===== src/rtl/lsosc_tick_timer.sv =====
// Low-speed oscillator consumer: powers the LSOSC up, synchronises CLKLF,
// counts its rising edges, divides them into periodic tick/irq events and
// flags a stalled oscillator.
module lsosc_tick_timer #(
  parameter int unsigned SYNC_STAGES = 2,
  parameter int unsigned PWRUP_EDGES = 4,
  parameter int unsigned TIMEOUT_CYC = 4096,
  parameter int unsigned CNT_W       = 16
) (
  input  logic             clk,
  input  logic             rst,
  input  logic             enable,
  input  logic [CNT_W-1:0] period,
  output logic             lf_pu,
  output logic             lf_en,
  input  logic             lf_clk,
  output logic             tick,
  output logic             irq,
  input  logic             irq_ack,
  output logic             running,
  output logic             fault,
  output logic [CNT_W-1:0] lf_count
);

  localparam logic [1:0] ST_OFF   = 2'd0;
  localparam logic [1:0] ST_PWRUP = 2'd1;
  localparam logic [1:0] ST_RUN   = 2'd2;
  localparam logic [1:0] ST_FAULT = 2'd3;

  localparam int unsigned TO_W = $clog2(TIMEOUT_CYC + 1);
  localparam int unsigned PW_W = $clog2(PWRUP_EDGES + 1);
  localparam logic [TO_W-1:0] TO_LAST = TO_W'(TIMEOUT_CYC - 1);
  localparam logic [PW_W-1:0] PW_LAST = PW_W'(PWRUP_EDGES - 1);

  logic [SYNC_STAGES-1:0] sync_q;
  logic                   prev_q;
  logic                   lf_edge;

  logic [1:0]       state_q, state_d;
  logic [CNT_W-1:0] div_q, div_d;
  logic [CNT_W-1:0] cnt_q, cnt_d;
  logic [PW_W-1:0]  pw_q, pw_d;
  logic [TO_W-1:0]  to_q, to_d;
  logic             tick_d;
  logic [CNT_W-1:0] period_m1;

  logic pu_en_q, running_q, fault_q, tick_q, irq_q;

  assign lf_edge   = sync_q[SYNC_STAGES-1] & ~prev_q;
  assign period_m1 = (period == '0) ? '0 : period - CNT_W'(1);

  // Synchronise lf_clk and keep the previous synchronised level for edge detect
  always_ff @(posedge clk) begin
    if (rst) begin
      sync_q <= '0;
      prev_q <= 1'b0;
    end else begin
      sync_q <= {sync_q[SYNC_STAGES-2:0], lf_clk};
      prev_q <= sync_q[SYNC_STAGES-1];
    end
  end

  // Next-state, edge counting, divider and stall timeout
  // The timeout expires on the cycle that would complete TIMEOUT_CYC quiet
  // cycles; an edge in that cycle takes priority and restarts the count.
  always_comb begin
    state_d = state_q;
    div_d   = div_q;
    cnt_d   = cnt_q;
    pw_d    = pw_q;
    to_d    = to_q;
    tick_d  = 1'b0;
    if (!enable) begin
      state_d = ST_OFF;
      div_d   = '0;
      cnt_d   = '0;
      pw_d    = '0;
      to_d    = '0;
    end else begin
      case (state_q)
        ST_OFF: begin
          state_d = ST_PWRUP;
          pw_d    = '0;
          to_d    = '0;
        end
        ST_PWRUP: begin
          if (lf_edge) begin
            to_d = '0;
            if (pw_q == PW_LAST) begin
              state_d = ST_RUN;
              pw_d    = '0;
              div_d   = '0;
              cnt_d   = '0;
            end else begin
              pw_d = pw_q + PW_W'(1);
            end
          end else if (to_q >= TO_LAST) begin
            state_d = ST_FAULT;
            to_d    = '0;
          end else begin
            to_d = to_q + TO_W'(1);
          end
        end
        ST_RUN: begin
          if (lf_edge) begin
            to_d  = '0;
            cnt_d = cnt_q + CNT_W'(1);
            if (div_q >= period_m1) begin
              div_d  = '0;
              tick_d = 1'b1;
            end else begin
              div_d = div_q + CNT_W'(1);
            end
          end else if (to_q >= TO_LAST) begin
            state_d = ST_FAULT;
            to_d    = '0;
          end else begin
            to_d = to_q + TO_W'(1);
          end
        end
        ST_FAULT: begin
          state_d = ST_FAULT;
        end
        default: begin
          state_d = ST_OFF;
        end
      endcase
    end
  end

  // State and counter registers
  always_ff @(posedge clk) begin
    if (rst) begin
      state_q <= ST_OFF;
      div_q   <= '0;
      cnt_q   <= '0;
      pw_q    <= '0;
      to_q    <= '0;
    end else begin
      state_q <= state_d;
      div_q   <= div_d;
      cnt_q   <= cnt_d;
      pw_q    <= pw_d;
      to_q    <= to_d;
    end
  end

  // Registered status and oscillator control outputs decoded from next state
  always_ff @(posedge clk) begin
    if (rst) begin
      pu_en_q   <= 1'b0;
      running_q <= 1'b0;
      fault_q   <= 1'b0;
      tick_q    <= 1'b0;
    end else begin
      pu_en_q   <= (state_d == ST_PWRUP) || (state_d == ST_RUN);
      running_q <= (state_d == ST_RUN);
      fault_q   <= (state_d == ST_FAULT);
      tick_q    <= tick_d;
    end
  end

  // Sticky interrupt: a tick sets it, ack clears it, set beats ack
  always_ff @(posedge clk) begin
    if (rst) begin
      irq_q <= 1'b0;
    end else if (tick_q) begin
      irq_q <= 1'b1;
    end else if (irq_ack) begin
      irq_q <= 1'b0;
    end
  end

  assign lf_pu    = pu_en_q;
  assign lf_en    = pu_en_q;
  assign running  = running_q;
  assign fault    = fault_q;
  assign tick     = tick_q;
  assign irq      = irq_q;
  assign lf_count = cnt_q;

endmodule


===== config.mk =====
export PLATFORM = sky130hd
export DESIGN_NAME = lsosc_tick_timer
export DESIGN_NICKNAME = d
export VERILOG_FILES = /design/src/rtl/lsosc_tick_timer.sv
export SDC_FILE = /design/constraint.sdc
export NUM_CORES = 1
export LEC_CHECK = 0
export CAP_MARGIN = 20
export CORE_MARGIN = 10
export CORE_UTILIZATION = 33
export CTS_CLUSTER_DIAMETER = 80
export DETAILED_ROUTE_END_ITERATION = 10
export PLACE_DENSITY_LB_ADDON = 0.12
export SYNTH_ARGS = -nofsm -noshare
export SYNTH_HDL_FRONTEND = slang
export SYNTH_SLANG_ARGS = --single-unit

===== constraint.sdc =====
create_clock -name clk -period 5.3 [get_ports clk]
set_clock_uncertainty 0.1 [all_clocks]
set_input_delay 0.53 -clock clk [delete_from_list [all_inputs] [get_ports clk]]
set_output_delay 0.53 -clock clk [all_outputs]
set_load 0.01 [all_outputs]

==> results of run 1 <==
## power breakdown
| part | switching [mW] | leakage [nW] | internal (mW) |
|---|---|---|---|
| combinational | 0.0340 | 1.05 | 0.0323 |
| sequential | 0.00156 | 0.468 | 0.438 |
| clock | 0.174 | 0.0893 | 0.216 |
## layout by cell type, fill, tap and decap left out, types with 6 or more instances in the layout
cell,instances
nand2_1,58
dfxtp_1,58
nor2_1,45
clkdlybuf4s50_1,42
ha_1,30
xor2_1,21
a21oi_1,21
o21ai_0,18
nand3_1,15
nor3_1,13
and3_1,13
a31oi_1,13
inv_1,11
nor2b_1,11
xnor2_1,10
clkbuf_8,9
nor4_1,8
nand2b_1,8
nand4_1,6
## layer usage
metal	routed length [um]	GRT usage, %
met1	3930	13.6
met2	3610	17.6
met3	277	3.24
met4	67	2.46
met5	0	0
## worst max-delay path: stages
cell,delay [ns]
clkdlybuf4s50_1,0.44
or4_4,0.56
or3_4,0.36
or4_2,0.63
nor3_1,0.15
a21oi_1,0.06
ha_1,0.31
and4_1,0.21
nand3_1,0.08
a2111oi_0,0.74
nor4_2,0.11
buf_4,0.23
and3_1,0.19
a221o_1,0.24
## layout make-up
cell class | instances | area [um2]
clock inverters | 5 | 55.1
clock buffers | 11 | 131
fillers | 1090 | 6010
multi-input cells | 341 | 2170
flip-flops and latches | 58 | 1160
repair buffers | 46 | 450
well taps | 136 | 170
inverters | 11 | 41.3
## worst paths after layout
check	to	cells after the start	slack, ns
worst min-delay path	sync_q[1]	1	0.35
worst max register to register	div_q[13]	8	2.56
worst min register to register	sync_q[1]	1	0.35
worst max-delay path	div_q[13]	14	0.57
## kinds of logic after synthesis
family          Yosys count  share of synthesized area [%]
compound gates           76                           13.9
xor+xnor                 31                           7.96
fa+ha+maj                30                           11.0
buf+inv                  20                           2.57
flops                    58                           34.1
mux                       2                          0.587
simple gates            202                           29.9
## registers in the layout (all words and copies together) (netlist names)
| name | cells |
|---|---|
| div_q | 16 |
| lf_count | 16 |
| to_q | 13 |
| pw_q | 3 |
| state_q | 2 |
| sync_q | 2 |
| fault | 1 |
| irq | 1 |
| lf_en | 1 |
| prev_q | 1 |
| running | 1 |
| tick | 1 |
==> flow_summary.json, run 1 <==
{
  "min_period_over_period_pct": 89.3,
  "clk_pin_slew_ns": 0.07,
  "synth-edff-count": 0,
  "yosys.area.top_type_share_pct": 34.1,
  "cp_data_arrival_time_ns": 4.84,
  "synthesis.nets": 470,
  "holdCritPathClass": "flip-flop to flip-flop",
  "synth_common_cells": "58 x dfxtp_1, 58 x nand2_1, 45 x nor2_1",
  "cp_data_required_time_ns": 5.41,
  "viasPerCell": 5.02,
  "start_kind": "input pin",
  "dpl-instance-area_mm2": 0.00399,
  "num_vias": 3054,
  "relSlewSlack_pct": 42.1,
  "grt_pass1_wl_mm": 13.3,
  "ys.flop_type": "dfxtp_1",
  "wirelength_mm": 7.89,
  "drive_gt1_share_pct": 5.30,
  "yosys_warnings": 0,
  "cts_num_sinks": 58,
  "netlist_area_mm2": 0.00341,
  "drc_errors": 0,
  "min_period_ns": 4.73,
  "drtPass1Iterations": 4,
  "clk_path_buf_depth": 2,
  "synthTopCellsByArea": "dfxtp_1 34%, ha_1 11%, nand2_1 6.4%",
  "vdd_drop_max_mv": 0.119,
  "die_w_um": 122,
  "diodes": 0,
  "synth_cell_types": 48,
  "fin_nets": 518,
  "cts_root_buf": "clkbuf_8",
  "row_count": 37,
  "maxCapViolCount": 0,
  "finalMaxSlewViolations": 0,
  "placed_cells": 592,
  "tns_ns": 0,
  "yosys.area.top_type": "dfxtp_1",
  "grt_pass1_vias": 2881,
  "post-place-ws_ns": 0.218,
  "ys_seq_area_share_pct": 34.1,
  "finalHoldViolations": 0,
  "drtIter0Drc": 151,
  "area_growth_pct": 22.5,
  "async_flop_share_pct": 0,
  "start_util_pct": 33.5,
  "power_mw": 0.896,
  "fp.coreArea_mm2": 0.0102,
  "overflow": 0,
  "syn_avg_cell_area_um2": 8.14,
  "ctsHoldBuffers": 0,
  "cts_buffers": 9,
  "status": "complete, no violations",
  "antenna_found_initial": 0,
  "wl_per_cell_um": 13.0,
  "fmax_mhz": 211,
  "worstSetupPathType": "input pin to flip-flop",
  "cts_tree": "done",
  "end_kind": "flip-flop",
  "track_usage_pct": 10.8,
  "tightest_slew_ns": 0.846,
  "reg2reg_from": "div_q[14]",
  "cts_htree_levels": 3,
  "ctsResizeCount": 0,
  "hp-start": "sync_q[0]",
  "die_area_mm2": 0.0148,
  "synth-seq-cells": 58,
  "critPathLaunch": "period[9]",
  "p_leak_nw": 1.61,
  "final_area_mm2": 0.00418,
  "setup_slack_ns": 0.568,
  "power_density_mw_per_mm2": 215,
  "antenna_left": 0,
  "gp_congestion": 0.755,
  "cp_max_fo": 21,
  "place_hpwl_mm": 6.15,
  "synthCells": 419,
  "grt_max_degree": 22,
  "utilization_pct": 41.0,
  "fin_cells": 608,
  "rsz0062_at_grt": "no",
  "io_pins": 43,
  "port_buffers": 42,
  "post_cts.repair.setup_buffers": 0,
  "die_y_um": 122,
  "finalSetupViolations": 0,
  "clkLatencyLatePin_ns": 0.33,
  "hold_slack_ns": 0.347
}
(Power assumes the default switching activity.)
==> inputs of run 2 (changes only) <==
Settings changed: CTS_BUF_LIST set to sky130_fd_sc_hd__clkbuf_16.
==> flow_summary.json, run 2 (synthesized netlist as in run 1, its figures left out) <==
{
  "cp_data_arrival_time_ns": 4.84,
  "crit_chain": "clkdlybuf4s50_1 -> or4_4 -> or3_4 -> or4_2 -> nor3_1 -> a21oi_1 -> ha_1 -> and4_1 -> nand3_1 -> a2111oi_0 -> nor4_2 -> buf_4 -> and3_1 -> a221o_1",
  "viasPerCell": 5.04,
  "wirelength_mm": 7.91,
  "status": "complete, no violations",
  "min_period_over_period_pct": 89.3,
  "gp_congestion": 0.755,
  "p_int_mw": 0.829,
  "fin_nets": 518,
  "antenna_left": 0,
  "cts_root_buf": "clkbuf_16",
  "grt_max_degree": 22,
  "holdCritPathClass": "flip-flop to flip-flop",
  "layout_common_cells": "58 x nand2_1, 58 x dfxtp_1, 45 x nor2_1, 42 x clkdlybuf4s50_1, 30 x ha_1",
  "antenna_found_initial": 0,
  "p_comb_share_pct": 6.2,
  "vdd_drop_max_mv": 0.123,
  "tns_ns": 0,
  "p_leak_nw": 1.66,
  "p_seq_share_pct": 41.4,
  "cp_data_required_time_ns": 5.41,
  "power_density_mw_per_mm2": 249,
  "place_hpwl_mm": 6.15,
  "wl_per_cell_um": 13.0,
  "die_w_um": 122,
  "die_area_mm2": 0.0148,
  "dpl-instance-area_mm2": 0.00399,
  "cts_tree": "done",
  "area_growth_pct": 25.5,
  "finalHoldViolations": 0,
  "slowest_delay_ns": 0.74,
  "worstSetupPathType": "input pin to flip-flop",
  "wl_met2_mm": 3.55,
  "tightest_slew_ns": 0.846,
  "finalSetupViolations": 0,
  "drtPass1Iterations": 4,
  "port_buffers": 42,
  "drtIter0Drc": 140,
  "clkLatencyLatePin_ns": 0.33,
  "track_usage_pct": 11.0,
  "setup_slack_ns": 0.568,
  "nFillCells": 1071,
  "io_pins": 43,
  "fmax_mhz": 211,
  "cts_htree_levels": 3,
  "grt_pass1_vias": 2882,
  "power_mw": 1.06,
  "cpMaxStageDelayCell": "a2111oi_0",
  "clockPowerShare_pct": 52.4,
  "ctsResizeCount": 0,
  "drc_errors": 0,
  "placed_cells": 592,
  "relSlewSlack_pct": 42.1,
  "num_vias": 3066,
  "ctsHoldBuffers": 0,
  "post-place-ws_ns": 0.218,
  "final_area_mm2": 0.00428,
  "fp.coreArea_mm2": 0.0102,
  "utilization_pct": 42.0,
  "diodes": 0,
  "post_cts.repair.setup_buffers": 0,
  "fin_cells": 608,
  "start_util_pct": 33.5,
  "cp_max_fo": 21,
  "grt_pass1_wl_mm": 13.4,
  "rsz0062_at_grt": "no",
  "end_kind": "flip-flop",
  "hold_slack_ns": 0.344,
  "cts_num_sinks": 58,
  "finalMaxSlewViolations": 0,
  "clk_path_buf_depth": 2,
  "power_switching_mw": 0.235,
  "min_period_ns": 4.73,
  "drive_gt1_share_pct": 5.30,
  "topRoutingLayerUsed": "met4",
  "wirelength_met1_mm": 3.95,
  "swShare_pct": 22.1,
  "clk_pin_slew_ns": 0.05,
  "maxCapViolCount": 0,
  "start_kind": "input pin",
  "overflow": 0,
  "wl_met3_um": 341,
  "cts_buffers": 9,
  "row_count": 37,
  "die_y_um": 122
}
## run 2: per-layer routing
layer,global-route usage (%),vias to the layer above
met2,17.5,40
li1,-,1594
met3,3.10,7
met1,13.8,1425
met4,4.02,0
met5,0,-
## run 2: power by group through the flow
stage / sequential, mW / clock [mW] / combinational, mW
6_report: 0.440 / 0.557 / 0.0663
5_1_grt: 0.440 / 0.598 / 0.0753
4_1_cts: 0.440 / 0.575 / 0.0671
3_5_place_dp: 0.449 / 0 / 0.0668
3_3_place_gp: 0.449 / 0 / 0.0662
2_1_floorplan: 0.449 / 0 / 0.0362
## run 2: final timing paths
kind / startpoint / endpoint / slack, ns / cells past startpoint
min: sync_q[0] / sync_q[1] / 0.34 / 1
min reg2reg: sync_q[0] / sync_q[1] / 0.34 / 1
max: period[9] / div_q[13] / 0.57 / 14
max reg2reg: div_q[13] / div_q[13] / 2.56 / 8
## run 2: final cells by class
| class | count | area, um2 | share of cell area, % |
|---|---|---|---|
| Multi-Input combinational cell | 341 | 2170 | 50.7 |
| Sequential cell | 58 | 1160 | 27.1 |
| Timing Repair Buffer | 46 | 450 | 10.5 |
| Clock buffer | 9 | 225 | 5.26 |
| Tap cell | 136 | 170 | 3.98 |
| Clock inverter | 7 | 62.6 | 1.46 |
| Inverter | 11 | 41.3 | 0.965 |
## run 2: critical path, delay by kind of cell
family | cells | cell delay [ns]
simple gates | 8 | 2.29
buf+inv | 2 | 0.67
fa+ha+maj | 1 | 0.31
compound gates | 3 | 1.04
==> inputs of run 3 (changes only) <==
Settings changed: CTS_CLUSTER_DIAMETER 80 to unset.
==> results of run 3 <==
Same layout as run 2: the final DEF is identical, and so are final timing and power.
